[config.mk]
export PLATFORM = sky130hd
export DESIGN_NAME = operand_entry_flat
export DESIGN_NICKNAME = d
export VERILOG_FILES = /design/src/rtl/operand_entry_if.sv /design/src/rtl/operand_entry.sv /design/src/flat_wrapper.sv
export SDC_FILE = /design/constraint.sdc
export NUM_CORES = 1
export LEC_CHECK = 0
export BUFFER_PORTS_ARGS = -buffer_cell sky130_fd_sc_hd__buf_4
export CAP_MARGIN = 20
export CORE_MARGIN = 2
export CORE_UTILIZATION = 34
export CTS_BUF_LIST = sky130_fd_sc_hd__clkbuf_4 sky130_fd_sc_hd__clkbuf_8
export CTS_CLUSTER_SIZE = 12
export DETAILED_ROUTE_END_ITERATION = 6
export PLACE_DENSITY_LB_ADDON = 0.08
export SLEW_MARGIN = 20
export SYNTH_ARGS = -nofsm -noshare
export SYNTH_HDL_FRONTEND = slang
export SYNTH_SLANG_ARGS = --single-unit
[constraint.sdc]
create_clock -name clock_100Mhz -period 2 [get_ports clock_100Mhz]
set_input_delay 0.1 -clock clock_100Mhz [delete_from_list [all_inputs] [get_ports clock_100Mhz]]
set_output_delay 0.1 -clock clock_100Mhz [all_outputs]
set_load 0.02 [all_outputs]
[src/rtl/operand_entry_if.sv]
// ALU-facing bus of the operand entry sequencer: captured operands, mode
// and the one-cycle issue strobe. The sequencer drives the master side,
// the ALU core consumes the slave side.
interface operand_entry_if #(
  parameter int OPERAND_W = 5
);
  logic [OPERAND_W-1:0] A;
  logic [OPERAND_W-1:0] B;
  logic [1:0]           mode;
  logic                 op_valid;

  modport master (output A, B, mode, op_valid);
  modport slave  (input  A, B, mode, op_valid);
endinterface

[src/rtl/operand_entry.sv]
// operand_entry: front-end input sequencer for the ALU core.
// Synchronises the slide switches and both pushbuttons, debounces the
// buttons into one-cycle press events, and walks the user through
// entering A, B and mode before issuing the triple with a one-cycle strobe.
// Optional feature macro: OPERAND_ENTRY_ECHO_EN adds echo_val/echo_active
// so the operand being dialled can be shown while in GET_A/GET_B.
module operand_entry #(
  parameter int DEBOUNCE_CYCLES = 1000000,
  parameter int OPERAND_W       = 5
) (
  input  logic                 clock_100Mhz,
  input  logic                 reset,
  input  logic [OPERAND_W-1:0] sw_operand,
  input  logic [1:0]           sw_mode,
  input  logic                 btn_enter,
  input  logic                 btn_clear,
  output logic [2:0]           stage,
`ifdef OPERAND_ENTRY_ECHO_EN
  output logic [OPERAND_W-1:0] echo_val,
  output logic                 echo_active,
`endif
  operand_entry_if.master      alu
);

  localparam int CNT_W = (DEBOUNCE_CYCLES > 2) ? $clog2(DEBOUNCE_CYCLES) : 1;
  localparam logic [CNT_W-1:0] CNT_MAX = CNT_W'(DEBOUNCE_CYCLES - 1);
  localparam logic [CNT_W-1:0] CNT_ONE = CNT_W'(1);

  // Button index map for the debounce arrays.
  localparam int BTN_ENTER = 0;
  localparam int BTN_CLEAR = 1;

  typedef enum logic [2:0] {
    GET_A    = 3'd0,
    GET_B    = 3'd1,
    GET_MODE = 3'd2,
    ISSUE    = 3'd3,
    HOLD     = 3'd4
  } state_t;

  // Saturating increment for the debounce counters.
  function automatic logic [CNT_W-1:0] sat_inc(input logic [CNT_W-1:0] v);
    if (v == CNT_MAX) begin
      return v;
    end
    return v + CNT_ONE;
  endfunction

  // Synchroniser stages (_p0 first flop, _sync second flop).
  logic [OPERAND_W-1:0] sw_operand_p0;
  logic [OPERAND_W-1:0] sw_operand_sync;
  logic [1:0]           sw_mode_p0;
  logic [1:0]           sw_mode_sync;
  logic [1:0]           btn_p0;
  logic [1:0]           btn_sync;

  // Debounce state per button.
  logic [1:0]           btn_prev;
  logic [1:0]           btn_stable;
  logic [1:0]           press_evt;
  logic [CNT_W-1:0]     db_cnt [2];

  logic                 enter_evt;
  logic                 clear_evt;

  // Sequencer state and datapath.
  state_t               state;
  state_t               state_next;
  logic                 cap_a;
  logic                 cap_b;
  logic                 cap_mode;
  logic [OPERAND_W-1:0] op_a;
  logic [OPERAND_W-1:0] op_b;
  logic [1:0]           op_mode;
  logic                 issue;

  // ---- stage p0/p1: two-flop synchronisers on every raw input ----
  // Bring all raw switch and button levels into the clock domain.
  always_ff @(posedge clock_100Mhz or negedge reset) begin
    if (!reset) begin
      sw_operand_p0   <= '0;
      sw_operand_sync <= '0;
      sw_mode_p0      <= '0;
      sw_mode_sync    <= '0;
      btn_p0          <= '0;
      btn_sync        <= '0;
    end else begin
      sw_operand_p0   <= sw_operand;
      sw_operand_sync <= sw_operand_p0;
      sw_mode_p0      <= sw_mode;
      sw_mode_sync    <= sw_mode_p0;
      btn_p0          <= {btn_clear, btn_enter};
      btn_sync        <= btn_p0;
    end
  end

  // ---- debounce: stable level and registered press pulse ----
  // The counter restarts on any change of the synchronised level; the
  // stable level only follows once the level has held for the full window.
  // The change cycle itself is excluded so a saturated counter cannot
  // accept a fresh edge immediately.
  always_ff @(posedge clock_100Mhz or negedge reset) begin
    if (!reset) begin
      btn_prev   <= '0;
      btn_stable <= '0;
      press_evt  <= '0;
      for (int i = 0; i < 2; i++) begin
        db_cnt[i] <= '0;
      end
    end else begin
      btn_prev <= btn_sync;
      for (int i = 0; i < 2; i++) begin
        press_evt[i] <= 1'b0;
        if (btn_sync[i] != btn_prev[i]) begin
          db_cnt[i] <= '0;
        end else begin
          db_cnt[i] <= sat_inc(db_cnt[i]);
          if ((db_cnt[i] == CNT_MAX) && (btn_sync[i] != btn_stable[i])) begin
            btn_stable[i] <= btn_sync[i];
            press_evt[i]  <= btn_sync[i];
          end
        end
      end
    end
  end

  assign enter_evt = press_evt[BTN_ENTER];
  assign clear_evt = press_evt[BTN_CLEAR];

  // ---- sequencer FSM ----
  // State register.
  always_ff @(posedge clock_100Mhz or negedge reset) begin
    if (!reset) begin
      state <= GET_A;
    end else begin
      state <= state_next;
    end
  end

  // Next-state logic; clear overrides everything, including ISSUE.
  always_comb begin
    state_next = state;
    if (clear_evt) begin
      state_next = GET_A;
    end else begin
      case (state)
        GET_A:    if (enter_evt) state_next = GET_B;
        GET_B:    if (enter_evt) state_next = GET_MODE;
        GET_MODE: if (enter_evt) state_next = ISSUE;
        ISSUE:    state_next = HOLD;
        HOLD:     if (enter_evt) state_next = GET_A;
        default:  state_next = GET_A;
      endcase
    end
  end

  // Output decode: LED stage, issue strobe and capture enables.
  always_comb begin
    stage    = 3'b000;
    issue    = 1'b0;
    cap_a    = 1'b0;
    cap_b    = 1'b0;
    cap_mode = 1'b0;
    case (state)
      GET_A: begin
        stage = 3'b001;
        cap_a = enter_evt && !clear_evt;
      end
      GET_B: begin
        stage = 3'b010;
        cap_b = enter_evt && !clear_evt;
      end
      GET_MODE: begin
        stage    = 3'b100;
        cap_mode = enter_evt && !clear_evt;
      end
      ISSUE:   issue = 1'b1;
      HOLD:    stage = 3'b000;
      default: stage = 3'b000;
    endcase
  end

  // ---- capture registers presented to the ALU ----
  // Values change only at their own capture edge, so the ALU keeps showing
  // the previous result while a new sequence is being entered.
  always_ff @(posedge clock_100Mhz or negedge reset) begin
    if (!reset) begin
      op_a    <= '0;
      op_b    <= '0;
      op_mode <= '0;
    end else if (clear_evt) begin
      op_a    <= '0;
      op_b    <= '0;
      op_mode <= '0;
    end else begin
      if (cap_a)    op_a    <= sw_operand_sync;
      if (cap_b)    op_b    <= sw_operand_sync;
      if (cap_mode) op_mode <= sw_mode_sync;
    end
  end

  assign alu.A        = op_a;
  assign alu.B        = op_b;
  assign alu.mode     = op_mode;
  assign alu.op_valid = issue;

`ifdef OPERAND_ENTRY_ECHO_EN
  // Registered echo of the operand being dialled; zero outside entry of A/B.
  always_ff @(posedge clock_100Mhz or negedge reset) begin
    if (!reset) begin
      echo_val    <= '0;
      echo_active <= 1'b0;
    end else if ((state == GET_A) || (state == GET_B)) begin
      echo_val    <= sw_operand_sync;
      echo_active <= 1'b1;
    end else begin
      echo_val    <= '0;
      echo_active <= 1'b0;
    end
  end
`endif

endmodule

[src/flat_wrapper.sv]
// flat-port wrapper written by rule: the top's interface ports become plain ports
module operand_entry_flat 
#(
  parameter int DEBOUNCE_CYCLES = 1000000,
  parameter int OPERAND_W       = 5
)
  (clock_100Mhz, reset, sw_operand, sw_mode, btn_enter, btn_clear, stage, alu_A, alu_B, alu_mode, alu_op_valid);
  operand_entry_if #(.OPERAND_W(OPERAND_W)) alu_i ();
  input  logic clock_100Mhz;
  input  logic reset;
  input  logic [OPERAND_W-1:0] sw_operand;
  input  logic [1:0] sw_mode;
  input  logic btn_enter;
  input  logic btn_clear;
  output logic [2:0] stage;
  output wire logic [$bits(alu_i.A)-1:0] alu_A;
  output wire logic [$bits(alu_i.B)-1:0] alu_B;
  output wire logic [$bits(alu_i.mode)-1:0] alu_mode;
  output wire logic [$bits(alu_i.op_valid)-1:0] alu_op_valid;
  assign alu_A = alu_i.A;
  assign alu_B = alu_i.B;
  assign alu_mode = alu_i.mode;
  assign alu_op_valid = alu_i.op_valid;
  operand_entry #(.DEBOUNCE_CYCLES(DEBOUNCE_CYCLES), .OPERAND_W(OPERAND_W)) u_core (.clock_100Mhz(clock_100Mhz), .reset(reset), .sw_operand(sw_operand), .sw_mode(sw_mode), .btn_enter(btn_enter), .btn_clear(btn_clear), .stage(stage), .alu(alu_i));
endmodule
# Word-level counts from Yosys, hierarchy flattened
# Index checks and enable logic that the tools add are counted.
[classes]
n_mul = 0
muxes = 29
eq_ne = 16
n_addsub = 2
shifts = 0
reduce_logical = 11
bitwise = 2
magnitude_cmp = 0
div_mod_pow = 0
[ops]
columns = ["cell", "n"]
rows = [
  ["20-bit two-way mux", 4],
  ["20-bit by 1-bit adder with 20-bit output (second input constant)", 2],
  ["20-bit == test (second input constant)", 2],
  ["5-bit two-way mux", 4],
  ["3-bit two-way mux", 5],
  ["3-bit one-hot mux with 5 select lines", 1],
  ["1-bit two-way mux", 12],
  ["3-bit by 1-bit != test with 1-bit output (second input constant)", 4],
  ["3-bit one-hot mux with 3 select lines", 1],
  ["3-bit by 2-bit == test with 1-bit output (second input constant)", 2],
  ["3-bit by 2-bit != test with 1-bit output (second input constant)", 2],
  ["2-bit nonzero test", 3],
  ["2-bit two-way mux", 2],
  ["1-bit != test", 4],
  ["2-bit AND reduction", 2],
  ["4-bit AND reduction", 1],
  ["3-bit by 1-bit == test with 1-bit output (second input constant)", 1],
  ["3-bit == test (second input constant)", 1],
  ["1-bit logical AND", 3],
  ["3-bit logical NOT", 1],
  ["1-bit NOT", 2],
  ["1-bit logical NOT", 1],
]
[totals]
romBits = 0
wordCells = 76
ff_bits = 79
mem_bits_rw = 0
output_inout_bits = 16
memories = 0
latchBits = 0

# Logic depth before layout (Yosys ltp)
# Gate-level depths: netlist of run 1.
[logic_depth]
word_depth = 5
mapped_depth = 7
depth_no_buf = 5

# Worst setup path before layout of run 1
# No wires, ideal clock.
[synth_timing]
path_type = "register to register"
from = "reg u_core.state[1]"
to = "reg u_core.op_b[0], in the netlist u_core.alu.B[0]"
period_less_slack_ps = 1926
setup_ps = 132
arrival_time_ps = 1794
path_slack_ps = 74
n_path_buf = 2
t_required_ps = 1868
stages_incl_launch_ff = 7
cell_sequence = "dfrtp_1 -> clkbuf_1 -> nor3b_1 -> and2_1 -> clkbuf_1 -> mux2i_1 -> nor2_1"
[synth_via]
elab_chain_cells = 3
[synth_lines]
columns = ["item", "line", "source"]
rows = [
  ["start, declared", "operand_entry.sv:67", "state_t state;"],
  ["start signal, assigned", "operand_entry.sv:136", "state <= state_next;"],
  ["3-bit by 1-bit == test with 1-bit output", "operand_entry.sv:164", "case (state)"],
  ["1-bit two-way mux", "operand_entry.sv:164", ""],
  ["2-bit nonzero test (no line)", "-", ""],
  ["end signal, assigned", "operand_entry.sv:197", "if (cap_b) op_b <= sw_operand_sync;"],
  ["end, declared", "operand_entry.sv:73", "logic [OPERAND_W-1:0] op_b;"],
]
# Every way passes these cells.
# A chain may end at the register's enable or synchronous reset.

# Worst setup path in the final report of run 1
[layout_timing]
from = "reg u_core.db_cnt[6] (netlist bit)"
to = "reg u_core.db_cnt[18] (netlist bit)"
[layout_via]
elab_chain_cells = 4
[layout_lines]
columns = ["item", "line", "source"]
rows = [
  ["start, declared", "operand_entry.sv:61", "logic [CNT_W-1:0] db_cnt [2];"],
  ["start signal, assigned by index", "operand_entry.sv:117", "db_cnt[i] <= sat_inc(db_cnt[i]);"],
  ["parallel branches: the longest is 4 deep, another holds 20-bit by 1-bit adder with 20-bit output", "-", ""],
]
# Several ways; the timed one is not identified. The select of a mux whose other input is x is not followed.

==> results of run 1 <==
==> worst max-delay path: stages (launching register included) <==
cell and delay (ps):
dfrtp_1 470, nand4_2 170, or4_4 540, or4_1 480, a21oi_1 160
==> area by class of cell <==
| type | count | area [µm²] | share of cell area [%] |
|---|---|---|---|
| clock inverters | 4 | 23.8 | 0.566 |
| well taps | 133 | 166 | 3.96 |
| inverters | 5 | 18.8 | 0.447 |
| multi-input cells | 234 | 1450 | 34.5 |
| clock buffers | 11 | 139 | 3.31 |
| flip-flops and latches | 79 | 1980 | 47.1 |
| repair buffers | 52 | 428 | 10.2 |
==> where the power goes <==
part / internal [mW] / total [mW] / switching (mW)
registers: 1.64 / 1.67 / 0.0326
logic: 0.0661 / 0.158 / 0.0917
clock network: 0.468 / 1.03 / 0.564
total: 2.17 / 2.86 / 0.689
==> layer usage <==
layer  vias to the layer above  wire [µm]  GRT usage, %
li1                       1313          -             -
met1                      1289       3540          19.7
met2                        47       3390          21.7
met3                         7        311          4.93
met4                         0         74          3.43
met5                         -          0             0
==> sequential cells by signal, indices dropped and copies added, names as in the netlist, 3 cells and up <==
signal and flops:
u_core.sw_operand_sync 5, u_core.db_cnt 40, u_core.state 3, u_core.sw_operand_p0 5
u_core.alu.B 5, u_core.alu.A 5
==> how the worst min path moves through the flow <==
stage	startpoint	to	slack, ps	depth (start not counted)
5_1_grt	reset	u_core.sw_operand_p0[3]$_DFF_PN0_	310	2
4_1_cts	reset	u_core.sw_operand_p0[3]$_DFF_PN0_	270	2
3_5_place_dp	reset	u_core.sw_operand_sync[3]$_DFF_PN0_	140	1
2_1_floorplan	reset	u_core.alu.A[0]$_DFFE_PN0P_	-200	0
6_report	reset	u_core.sw_operand_p0[3]$_DFF_PN0_	270	2
3_3_place_gp	reset	u_core.sw_operand_sync[3]$_DFF_PN0_	140	1
==> cells by family (layout without fill, tap and decap cells) <==
kind of cell,after synthesis,in the layout,synth area share (%)
and+or+nand+nor,138,138,22.1
DFF,79,79,56.9
AOI/OAI and AO/OA,68,68,11.7
buffers and inverters,15,72,1.62
xor gates and xnor gates,14,14,3.53
muxes,12,12,3.45
adders and majority gates,2,2,0.720
==> through the flow <==
stage	hold slack, ps	utilization, %	cell area [µm²]	power (mW)
4_1_cts	272	42.5	4190	2.92
3_5_place_dp	136	39.8	3930	1.84
5_1_grt	307	42.6	4200	3.02
2_1_floorplan	-196	-	3480	1.76
6_report	268	42.6	4200	2.86
3_3_place_gp	138	39.8	3930	1.84
==> placed cells by master (no fill, tap or decap), types with 4 or more instances in the layout <==
cell type      synthesis  routed
buf_4                  0      41
mux2i_1               12      12
nor3_1                 9       9
nand3_1               12      12
or4_1                  7       7
dlygate4sd3_1          0      10
dfrtp_1               79      79
a211oi_1               5       5
a21oi_1               25      25
and4_1                 6       5
a31oi_1                4       4
nor2_1                28      28
xnor2_1                4       4
nand4_1               12      12
nand2_1               27      27
and2_1                 5       5
o21ai_0               18      18
o31ai_1                8       8
xor2_1                10      10
or3_1                  7       7
nand2b_1               4       4
inv_1                  5       5
clkbuf_8               0       9
==> what timing repair did <==
item                                    CTS  global route
hold endpoints to repair                 51             0
hold buffers                             10             0
buffers inserted                          0             1
endpoints found under the setup margin    0             3
resized for setup                         0             2
==> impl_metrics.ini, run 1 <==
[run_status]
status = completed

[sta]
setup_slack_ps = 106
layout_min_cycle_time_ps = 1890
finalHoldViolCount = 0
fmax_mhz = 528
maxSlewViolCount = 0
rsz0062_at_grt = no
fin_crit_sh_pct = 94.7
setup_viol = 0
tightest_slew_ps = 553
tns_ps = 0
worst_clock_skew_ps = 17.2
slew_headroom_pct = 63.1

[clock_tree]
cts_num_sinks = 79
clk_pin_slew_worst_paths_ps = 80
cts_root_buf = clkbuf_8
worstSkewPairLatency_ps = 360
cts_max_level = 3
cts_tree = built
cts_made_buffers = 9
cts_buffer_depth = 2

[placed_design]
io_buffers = 26
dp_cells = 492
hpwlAfterDp_um = 4990
dpl_worst_slack_ps = 39.8
gp_congestion = 0.746

[critical_path]
cp_max_fo = 8
reg2reg_to = u_core.db_cnt[18]$_DFFE_PN0P_
critPathLaunchType = register
cp.required_ps = 2290
crit_arrival_ps = 2180
cp-end-kind = register
critPathKind = register to register
startpoint = u_core.db_cnt[6]$_DFFE_PN0P_
timing.rr.start = u_core.db_cnt[6]$_DFFE_PN0P_
setup.worst_path.end = u_core.db_cnt[18]$_DFFE_PN0P_
reg2reg_depth = 4
regToRegSetupSlack_ps = 110

[global_routing]
grt_pass1_wl_um = 12600
antenna_found_initial = 0
grt_max_degree = 44
overflow = 0
grt_util_all_layers_pct = 14.3
grt_pass1_vias = 2597

[yosys]
ys_types = 39
synthTopCellsByCount = dfrtp_1, nor2_1, nand2_1, a21oi_1, o21ai_0
synthTopCellsByArea = dfrtp_1, a21oi_1, mux2i_1, nor2_1, nand2_1
synth_most_common_cell = dfrtp_1
ys_warn_count = 0
ys_ff_latch = 79
yosys.area.top_type = dfrtp_1
avgSynthCellArea_um2 = 10.6
syn_nets = 341
syn_inst = 328
synth_edf_count = 0
yosysSeqAreaShare_pct = 56.9
synth_top_area_share_pct = 56.9
ys.flop_type = dfrtp_1
synth_area_um2 = 3480
ys_async_sr_fraction_pct = 100

[die]
fp.dieH_um = 105
die_w_um = 105
rows = 36
design.core.area_um2 = 9860
pin_count = 27
die_area_um2 = 11100
start_util_pct = 35.2

[detailed_routing]
first_pass_iters = 5
wl_um = 7310
routedWlPerCell_um = 14.1
vias = 2656
first_iter_violations = 108
drc = 0
ant_nets = 0
vias_per_cell = 5.13

[layout]
fin_nets = 394
layout-drive-gt1-share_pct = 17.9
fillers = 955
fin_cells = 518
syn2layout_area_growth_pct = 20.8
antennaDiodeCount = 0

[power]
ir_drop_mv = 0.319
leakage_nw = 1.76
power_density_nw_per_um2 = 680

[job]
cap_violations = 0

[min_path]
holdCritPathClass = primary input to asynchronous set/reset pin
Power figures use the tool's default switching activity.
==> run 2, diff against run 1 <==
--- a/config.mk
+++ b/config.mk
@@ -8,7 +8,7 @@
 export BUFFER_PORTS_ARGS = -buffer_cell sky130_fd_sc_hd__buf_4
 export CAP_MARGIN = 20
 export CORE_MARGIN = 2
-export CORE_UTILIZATION = 34
+export CORE_UTILIZATION = 56
 export CTS_BUF_LIST = sky130_fd_sc_hd__clkbuf_4 sky130_fd_sc_hd__clkbuf_8
 export CTS_CLUSTER_SIZE = 12
 export DETAILED_ROUTE_END_ITERATION = 6
==> impl_metrics.ini, run 2 (synthesis results as in run 1) <==
[min_path]
holdCritPathClass = primary input to asynchronous set/reset pin

[layout]
layout_common_cells = dfrtp_1, buf_4, nor2_1
fin_cells = 459
top_register = u_core.db_cnt
antennaDiodeCount = 0
finish.instance_area_um2 = 4180
largest_reg_flops = 40
syn2layout_area_growth_pct = 20.2
fin_nets = 392
final_common_cell = dfrtp_1
layout-drive-gt1-share_pct = 17.7
fillers = 461

[power]
leakage_nw = 1.77
ir_drop_mv = 0.660
power_density_nw_per_um2 = 758

[global_routing]
antenna_found_initial = 0
grt_util_all_layers_pct = 22.5
grt_pass1_wl_um = 11600
overflow = 0
grt_pass1_vias = 2487
grt_max_degree = 46

[clock_tree]
cts_num_sinks = 79
worstSkewPairLatency_ps = 350
cts_buffer_depth = 2
cts_made_buffers = 9
cts_root_buf = clkbuf_8
cts_tree = built
clk_pin_slew_worst_paths_ps = 90
cts_max_level = 3

[detailed_routing]
ant_nets = 0
first_iter_violations = 182
drc = 0
first_pass_iters = 4
routedWlPerCell_um = 15.0
vias_per_cell = 5.92
vias = 2719
wl_um = 6870

[sta]
slew_headroom_pct = 60.9
worst_clock_skew_ps = 13.3
fmax_mhz = 526
fin_crit_sh_pct = 95.0
rsz0062_at_grt = no
setup_viol = 0
tightest_slew_ps = 586
setup_slack_ps = 100
hold_slack_ps = 288
layout_min_cycle_time_ps = 1900
finalHoldViolCount = 0
maxSlewViolCount = 0
tns_ps = 0

[critical_path]
slowest_stage = or4_4
cp_num_buf_inv = 0
critPathLaunchType = register
slowest_delay_ps = 540
critPathKind = register to register
worstPathCellList = nand4_2, or4_4, or4_1, a21oi_1
cp.required_ps = 2280
crit_arrival_ps = 2180
crit_family = simple AND/OR/NAND/NOR gates
cp_max_fo = 8
regToRegSetupSlack_ps = 100
cp-end-kind = register

[placed_design]
placed_cell_area_um2 = 3820
dpl_worst_slack_ps = 45.7
gp_congestion = 0.852
io_buffers = 26
dp_cells = 430
hpwlAfterDp_um = 4610

[die]
fp.dieH_um = 82.8
die_area_um2 = 6860
rows = 28
design.core.area_um2 = 5960
die_w_um = 82.8
pin_count = 27
start_util_pct = 58.4

[job]
cap_violations = 0

[run_status]
status = completed
==> run 2: cell type report <==
cell class              instances  area [µm²]  share of cell area (%)
clock inverters                 6        93.8                    2.24
repair buffers                 50         413                    9.88
multi-input cells             234        1450                    34.6
clock buffers                  10         138                    3.29
well taps                      75        93.8                    2.24
inverters                       5        18.8                   0.449
flip-flops and latches         79        1980                    47.3
==> run 2: worst register-to-register path: stages (launching register included) <==
cell     delay (ps)
dfrtp_1         480
nand4_2         170
or4_4           540
or4_1           500
a21oi_1         150
==> run 2: timing repair <==
item / 4_1_cts / 5_1_grt
hold buffers: 10 / 0
gates resized for setup: 0 / 2
setup buffers: 0 / 3
setup endpoints to repair: 0 / 3
endpoints found under the hold margin: 53 / 0
==> run 2: power by group <==
group / internal, mW / switching [mW]
logic: 0.0779 / 0.0958
registers: 1.64 / 0.0350
clock network: 0.743 / 0.580
==> run 2: metrics by stage <==
| stage | utilization (%) | power [mW] |
|---|---|---|
| floorplan | - | 1.76 |
| global placement | 64.2 | 1.84 |
| detailed placement | 64.2 | 1.84 |
| CTS | 69.8 | 3.19 |
| global route | 70.2 | 3.31 |
| finish | 70.2 | 3.17 |
==> run 2: path summary, 6_finish.rpt <==
kind                                                   start                               end  cells past startpoint
worst max-delay path            u_core.db_cnt[6]$_DFFE_PN0P_     u_core.db_cnt[18]$_DFFE_PN0P_                      4
worst min-delay path                                   reset  u_core.sw_mode_sync[1]$_DFF_PN0_                      2
worst max register to register  u_core.db_cnt[6]$_DFFE_PN0P_     u_core.db_cnt[18]$_DFFE_PN0P_                      4
worst min register to register    u_core.btn_p0[0]$_DFF_PN0_      u_core.btn_sync[0]$_DFF_PN0_                      0
max in group asynchronous                              reset  u_core.btn_stable[0]$_DFFE_PN0P_                      3
min in group clock_100Mhz         u_core.btn_p0[0]$_DFF_PN0_      u_core.btn_sync[0]$_DFF_PN0_                      0
==> run 2: per-layer routing <==
| layer | GRT usage, % | routed length, µm | up-vias |
|---|---|---|---|
| met5 | 0 | 0 | - |
| met4 | 8.20 | 71 | 0 |
| met3 | 5.84 | 260 | 8 |
| met2 | 34.2 | 3180 | 64 |
| met1 | 31.5 | 3360 | 1334 |
| li1 | - | - | 1313 |
